--- config.mk ---
export PLATFORM = sky130hd
export DESIGN_NAME = matmul_array_flat
export DESIGN_NICKNAME = d
export VERILOG_FILES = /design/src/rtl/matmul_pkg.sv /design/src/rtl/matmul_if.sv /design/src/rtl/matmul_pe.sv /design/src/rtl/matmul_array.sv /design/src/flat_wrapper.sv
export SDC_FILE = /design/constraint.sdc
export NUM_CORES = 1
export LEC_CHECK = 0
export ABC_CLOCK_PERIOD_IN_PS = 5650
export CAP_MARGIN = 20
export CORE_UTILIZATION = 36
export DETAILED_ROUTE_END_ITERATION = 16
export PLACE_DENSITY_LB_ADDON = 0.12
export SLEW_MARGIN = 10
export SYNTH_ARGS = -nofsm -noshare
export SYNTH_HDL_FRONTEND = slang
export SYNTH_SLANG_ARGS = --single-unit
--- constraint.sdc ---
create_clock -name clk -period 5.65 [get_ports clk]
set_clock_uncertainty 0.15 [all_clocks]
set_input_delay 0.8475 -clock clk [delete_from_list [all_inputs] [get_ports clk]]
set_output_delay 0.8475 -clock clk [all_outputs]
set_load 0.05 [all_outputs]
--- src/rtl/matmul_pkg.sv ---
// Shared types and helpers for the matmul_array block: accumulator width, FSM states
// and the flat-bus element index used for the operand and result packing.
package matmul_pkg;

  typedef enum logic {
    IDLE = 1'b0,
    CALC = 1'b1
  } state_t;

  // Wide enough that N full-scale products can be summed without overflow.
  function automatic int unsigned acc_width(input int unsigned data_w, input int unsigned n);
    return 2 * data_w + $clog2(n);
  endfunction

  function automatic int unsigned elem_lsb(input int unsigned row, input int unsigned col,
                                           input int unsigned n, input int unsigned w);
    return (row * n + col) * w;
  endfunction

endpackage

--- src/rtl/matmul_if.sv ---
// Operand/result bundle of matmul_array; master drives Load and operands, slave returns results.
interface matmul_if #(
  parameter int unsigned N      = 3,
  parameter int unsigned DATA_W = 8,
  parameter int unsigned OUT_W  = 8
);
  logic                      Load;
  logic [N*N*DATA_W-1:0]     A_flat;
  logic [N*N*DATA_W-1:0]     B_flat;
  logic [N*N*OUT_W-1:0]      Out_flat;
  logic                      busy;
  logic                      done;

  modport master (output Load, A_flat, B_flat, input Out_flat, busy, done);
  modport slave  (input Load, A_flat, B_flat, output Out_flat, busy, done);
endinterface

--- src/rtl/matmul_pe.sv ---
// One output element of matmul_array: multiply-accumulate plus the result register.
// Optional feature: SATURATE_EN clamps out-of-range results instead of wrapping.
module matmul_pe #(
  parameter int unsigned DATA_W = 8,
  parameter int unsigned ACC_W  = 18,
  parameter int unsigned OUT_W  = 8,
  parameter bit          SIGNED = 1'b0
) (
  input  logic              clk,
  input  logic              Reset,
  input  logic              clr,
  input  logic              en,
  input  logic              last,
  input  logic [DATA_W-1:0] a,
  input  logic [DATA_W-1:0] b,
  output logic [OUT_W-1:0]  res
);
  localparam int unsigned PW = 2 * DATA_W;

  logic [ACC_W-1:0] prod_ext;
  logic [ACC_W-1:0] acc;
  logic [ACC_W-1:0] acc_next;
  logic [OUT_W-1:0] res_next;

  generate
    if (SIGNED) begin : g_signed
      logic signed [PW-1:0] p_s;
      assign p_s      = PW'($signed(a)) * PW'($signed(b));
      assign prod_ext = {{(ACC_W-PW){p_s[PW-1]}}, p_s};
    end else begin : g_unsigned
      logic [PW-1:0] p_u;
      assign p_u      = PW'(a) * PW'(b);
      assign prod_ext = {{(ACC_W-PW){1'b0}}, p_u};
    end
  endgenerate

  assign acc_next = acc + prod_ext;

  generate
    if (OUT_W == ACC_W) begin : g_full
      assign res_next = acc_next;
    end else begin : g_reduce
`ifdef SATURATE_EN
      if (SIGNED) begin : g_sat_s
        // In range only when every bit above the output sign bit matches it.
        logic             in_range;
        logic [OUT_W-1:0] min_v;
        assign in_range = (&acc_next[ACC_W-1:OUT_W-1]) || !(|acc_next[ACC_W-1:OUT_W-1]);
        assign min_v    = OUT_W'(1) << (OUT_W - 1);
        assign res_next = in_range ? acc_next[OUT_W-1:0] :
                          acc_next[ACC_W-1] ? min_v : ~min_v;
      end else begin : g_sat_u
        assign res_next = (|acc_next[ACC_W-1:OUT_W]) ? '1 : acc_next[OUT_W-1:0];
      end
`else
      assign res_next = acc_next[OUT_W-1:0];
`endif
    end
  endgenerate

  always_ff @(posedge clk) begin
    if (Reset) begin
      acc <= '0;
      res <= '0;
    end else begin
      if (clr)
        acc <= '0;
      else if (en)
        acc <= acc_next;
      if (last)
        res <= res_next;
    end
  end

endmodule

--- src/rtl/matmul_array.sv ---
// N x N matrix multiplier C = A.B: operand capture, k sequencing and an N x N PE grid.
// Optional feature: SATURATE_EN (see matmul_pe) selects clamping of the result elements.
module matmul_array
  import matmul_pkg::*;
#(
  parameter int unsigned N      = 3,
  parameter int unsigned DATA_W = 8,
  parameter int unsigned OUT_W  = 8,
  parameter bit          SIGNED = 1'b0
) (
  input  logic      clk,
  input  logic      Reset,
  matmul_if.slave   bus
);
  localparam int unsigned ACC_W = acc_width(DATA_W, N);
  localparam int unsigned KW    = $clog2(N);
  localparam int unsigned OPW   = N * N * DATA_W;

  state_t            state_q, state_d;
  logic [KW-1:0]     k_q, k_d;
  logic [OPW-1:0]    a_q, b_q;
  logic              done_q;
  logic              capture, en, last;
  logic [DATA_W-1:0] a_sel [N];
  logic [DATA_W-1:0] b_sel [N];
  logic [N*N*OUT_W-1:0] out_flat;

  always_comb begin
    state_d = state_q;
    k_d     = k_q;
    capture = 1'b0;
    en      = 1'b0;
    last    = 1'b0;
    case (state_q)
      IDLE: begin
        if (bus.Load) begin
          capture = 1'b1;
          k_d     = '0;
          state_d = CALC;
        end
      end
      CALC: begin
        en = 1'b1;
        if (k_q == KW'(N - 1)) begin
          last    = 1'b1;
          k_d     = '0;
          state_d = IDLE;
        end else begin
          k_d = k_q + 1'b1;
        end
      end
      default: state_d = IDLE;
    endcase
  end

  always_ff @(posedge clk) begin
    if (Reset) begin
      state_q <= IDLE;
      k_q     <= '0;
      a_q     <= '0;
      b_q     <= '0;
      done_q  <= 1'b0;
    end else begin
      state_q <= state_d;
      k_q     <= k_d;
      done_q  <= last;
      if (capture) begin
        a_q <= bus.A_flat;
        b_q <= bus.B_flat;
      end
    end
  end

  // Row r of the grid sees A[r][k]; column r sees B[k][r].
  always_comb begin
    for (int unsigned r = 0; r < N; r++) begin
      a_sel[r] = a_q[elem_lsb(r, 32'(k_q), N, DATA_W) +: DATA_W];
      b_sel[r] = b_q[elem_lsb(32'(k_q), r, N, DATA_W) +: DATA_W];
    end
  end

  generate
    for (genvar i = 0; i < N; i++) begin : g_row
      for (genvar j = 0; j < N; j++) begin : g_col
        matmul_pe #(
          .DATA_W (DATA_W),
          .ACC_W  (ACC_W),
          .OUT_W  (OUT_W),
          .SIGNED (SIGNED)
        ) u_pe (
          .clk   (clk),
          .Reset (Reset),
          .clr   (capture),
          .en    (en),
          .last  (last),
          .a     (a_sel[i]),
          .b     (b_sel[j]),
          .res   (out_flat[elem_lsb(i, j, N, OUT_W) +: OUT_W])
        );
      end
    end
  endgenerate

  assign bus.Out_flat = out_flat;
  assign bus.busy     = (state_q == CALC);
  assign bus.done     = done_q;

endmodule

--- src/flat_wrapper.sv ---
// flat-port wrapper written by rule: the top's interface ports become plain ports
module matmul_array_flat import matmul_pkg::*;
#(
  parameter int unsigned N      = 3,
  parameter int unsigned DATA_W = 8,
  parameter int unsigned OUT_W  = 8,
  parameter bit          SIGNED = 1'b0
)
  (clk, Reset, bus_Load, bus_A_flat, bus_B_flat, bus_Out_flat, bus_busy, bus_done);
  matmul_if #(.N(N), .DATA_W(DATA_W), .OUT_W(OUT_W)) bus_i ();
  input  logic clk;
  input  logic Reset;
  input wire logic [$bits(bus_i.Load)-1:0] bus_Load;
  input wire logic [$bits(bus_i.A_flat)-1:0] bus_A_flat;
  input wire logic [$bits(bus_i.B_flat)-1:0] bus_B_flat;
  output wire logic [$bits(bus_i.Out_flat)-1:0] bus_Out_flat;
  output wire logic [$bits(bus_i.busy)-1:0] bus_busy;
  output wire logic [$bits(bus_i.done)-1:0] bus_done;
  assign bus_i.Load = bus_Load;
  assign bus_i.A_flat = bus_A_flat;
  assign bus_i.B_flat = bus_B_flat;
  assign bus_Out_flat = bus_i.Out_flat;
  assign bus_busy = bus_i.busy;
  assign bus_done = bus_i.done;
  matmul_array #(.N(N), .DATA_W(DATA_W), .OUT_W(OUT_W), .SIGNED(SIGNED)) u_core (.clk(clk), .Reset(Reset), .bus(bus_i));
endmodule
==> out/metrics.yaml <==
place:
  io_buffers: 220
  post-dp-hpwl_mm: 46.8
  place_congestion: 0.884
sta:
  slew_violations: 0
  rsz0062_at_grt: "false"
  finalHoldViolCount: 0
  min_period_over_period_pct: 95.8
  fin_crit_ps: 5410
  worstMarginPinSlew_ps: 1060
  hold_slack_ps: 300
  tns_ps: 0
  max_freq_mhz: 185
  max-slew-margin-rel_pct: 29.1
  setup_viol: 0
floorplanning:
  die_h_microns: 242
  coreArea_sq_um: 56700
  ios: 221
  rows: 87
  die_w_microns: 242
  initial_core_util_pct: 36.6
  dieArea_sq_um: 58600
routing:
  antenna_left: 0
  postRouteWirelength_mm: 63.3
  drc_errors: 0
  first_pass_iters: 5
  drtIter0Drc: 886
  avgRoutedWirePerCell_microns: 18.2
  num_vias: 16700
  viasPerCell: 4.81
pwr:
  p_per_area_nw_per_um2: 225
  power_leakage_nw: 10.8
  peakVddDrop_mv: 0.159
cells_and_area:
  area_delta_synth_final_pct: 22.6
  diodes: 0
  drive_gt1_share_pct: 6.88
  fin_nets: 3156
clock_network:
  clk_latency_ps: 560
  numCtsBuffers: 37
  clkTransAtPathRegs_ps: 50
  cts_tree: "built"
  cts_htree_levels: 2
  cts_num_sinks: 292
  root_buffer: "clkbuf_16"
  clockBufferDepth: 3
worst_setup_path:
  worst_setup_path_start_kind: "flop"
  critical_path_class: "reg2reg"
  cp.required_ps: 5970
  cp.arrival_ps: 5730
  critPathMaxFanout: 20
  endpoint_kind: "flop"
grt:
  overflow: 0
  antenna_found_initial: 1
  grt_pass1_vias: 17200
  grt_pass1_wl_mm: 98.7
  track_usage_pct: 21.7
  grt_max_degree: 138
synthesis:
  ys_warn_count: 0
  synth.avg_cell_area_sq_um: 8.31
  synth_cell_types: 34
  synthXorXnorAreaFrac_pct: 7.05
  syn_inst: 2497
  synth_fa_ha_area_share_pct: 24.8
  synth_top_family_by_area: "adder cells"
  synth-seq-cells: 292
  synth_edf_count: 0
  syn_area_sq_um: 20800
  ys_async_sr_fraction_pct: 0
  yosysSeqAreaShare_pct: 28.2
  synth_compound_area_share_pct: 9.27
  synth_simple_gate_area_share_pct: 15.6
  syn_nets: 2959
  synthFlopType: "dfxtp_1"
  synthMuxAreaShare_pct: 6.25
min_path:
  min_path_type: "reg2reg"
run:
  drv_cap: 0
outcome:
  status: "finished, final reports clean"
report_power, final:
group          switching (mW)  internal [mW]  leakage (nW)
clock network           0.970           1.51         0.621
logic                   0.620          0.435          7.79
registers              0.0648           2.14          2.38
total                    1.65           4.08          10.8
per-layer routing:
layer | vias to the layer above | track usage [%] | wire length (microns)
met2 | 389 | 35.1 | 28800
met4 | 2 | 6.57 | 1710
met5 | - | 0 | 11
met1 | 8055 | 29.9 | 30100
li1 | 8196 | - | -
met3 | 85 | 3.06 | 2700
synthesized netlist by cell type, types with 2 or more instances:
cell type    n  area [sq um]
inv_1      315          1180
xnor3_1      9           203
ha_1       153          1910
dfxtp_1    292          5850
nor2_1     161           604
xor2_1      17           149
nand2_1    627          2350
buf_4        4          30.0
buf_12       2          40.0
o2bb2ai_1   25           219
nand2b_1     2          12.5
fa_1       162          3240
mux2_2       4          45.0
mux4_2      12           270
a21oi_1    242          1210
a211oi_2     3          37.5
buf_2       17          85.1
o21ai_0      9          45.0
buf_6        3          33.8
a21o_1      18           135
mux2i_1     98           981
xnor2_1    127          1110
o2bb2ai_2    6          90.1
a211oi_1    24           180
buf_1       11          41.3
and2_1      36           225
clkbuf_1   111           417
flip-flops by register name, summed over array words and instances (netlist names):
register                     flops
u_core.a_q                      72
u_core.b_q                      72
u_core.bus.busy                  1
u_core.bus.done                  1
u_core.g_row.g_col.u_pe.acc     72
u_core.g_row.g_col.u_pe.res     72
u_core.k_q                       2
layout by cell type (no fill, tap or decap), types with 2 or more instances in the layout:
cell and count:
inv_6 2, a211oi_2 3, a211oi_1 24, a21o_1 18, ha_1 153, mux4_2 12
xor2_1 17, xnor2_1 126, o2bb2ai_2 8, clkbuf_1 6, xnor3_1 9, mux2_2 4
clkinv_4 3, nor2_1 161, clkdlybuf4s50_1 219, buf_4 68, clkbuf_8 5, mux2i_1 97
fa_1 162, buf_6 3, nand2b_4 2, dfxtp_4 2, clkbuf_16 39, inv_1 315
o2bb2ai_1 22, and2_1 35, dfxtp_1 289, o21ai_0 9, clkinv_2 5, nand2_1 626
buf_12 14, bufinv_16 4, a21oi_1 241
metrics by stage:
stage / std cells / total power, mW / util (%) / setup WS (ps) / instance area (sq um)
floorplan: 2497 / 2.84 / - / 249 / 20800
global placement: 3405 / 3.28 / 42.4 / 173 / 24100
detailed placement: 3405 / 3.30 / 42.4 / 134 / 24100
CTS: 3470 / 5.82 / 44.7 / 132 / 25300
global route: 3476 / 6.01 / 44.9 / 7.62 / 25500
finish: 3476 / 5.74 / 44.9 / 235 / 25500
final cells by class:
cell class,count,area [sq um]
multi-input cells,1742,13200
inverters,315,1180
well taps,756,946
fillers,5673,31300
flip-flops and latches,292,5850
clock buffers,50,1070
clock inverters,15,196
repair buffers,306,3050
worst max-delay path: stages (launching register included):
cell and delay [ps]:
dfxtp_4 370, and2b_2 340, buf_4 310, o2bb2ai_1 270
buf_12 220, nand2_1 100, fa_1 520, inv_1 40
ha_1 280, ha_1 280, inv_1 50, fa_1 520
inv_1 40, ha_1 220, fa_1 410, a21o_1 180
a21oi_1 160, xor2_1 190, xnor2_1 140, xnor3_1 270
a211oi_2 210
kinds of logic after synthesis:
family	Yosys count
flip-flops	292
XOR/XNOR	153
buffers and inverters	463
AO/OA/AOI/OAI	328
AND/OR/NAND/NOR	832
adder cells (fa/ha/maj)	315
multiplexers	114
final timing paths:
path,startpoint,endpoint,slack (ps),cells past startpoint
setup reg to reg,u_core.k_q[0]$_SDFFE_PP0P_,u_core.g_row[2].g_col[2].u_pe.res[7]$_SDFFE_PP0P_,240,20
hold reg to reg,u_core.g_row[2].g_col[0].u_pe.res[3]$_SDFFE_PP0P_,u_core.g_row[2].g_col[0].u_pe.res[3]$_SDFFE_PP0P_,300,2
setup / recovery,u_core.k_q[0]$_SDFFE_PP0P_,u_core.g_row[2].g_col[2].u_pe.res[7]$_SDFFE_PP0P_,240,20
hold / removal,u_core.g_row[2].g_col[0].u_pe.res[3]$_SDFFE_PP0P_,u_core.g_row[2].g_col[0].u_pe.res[3]$_SDFFE_PP0P_,300,2
repair_timing:
action	in CTS	in global routing
setup buffers	0	3
endpoints found under the hold margin	0	0
hold buffers	0	0
setup endpoints to repair	0	6
resized for setup	0	8
Note: power is estimated with default switching activity, not from simulation.
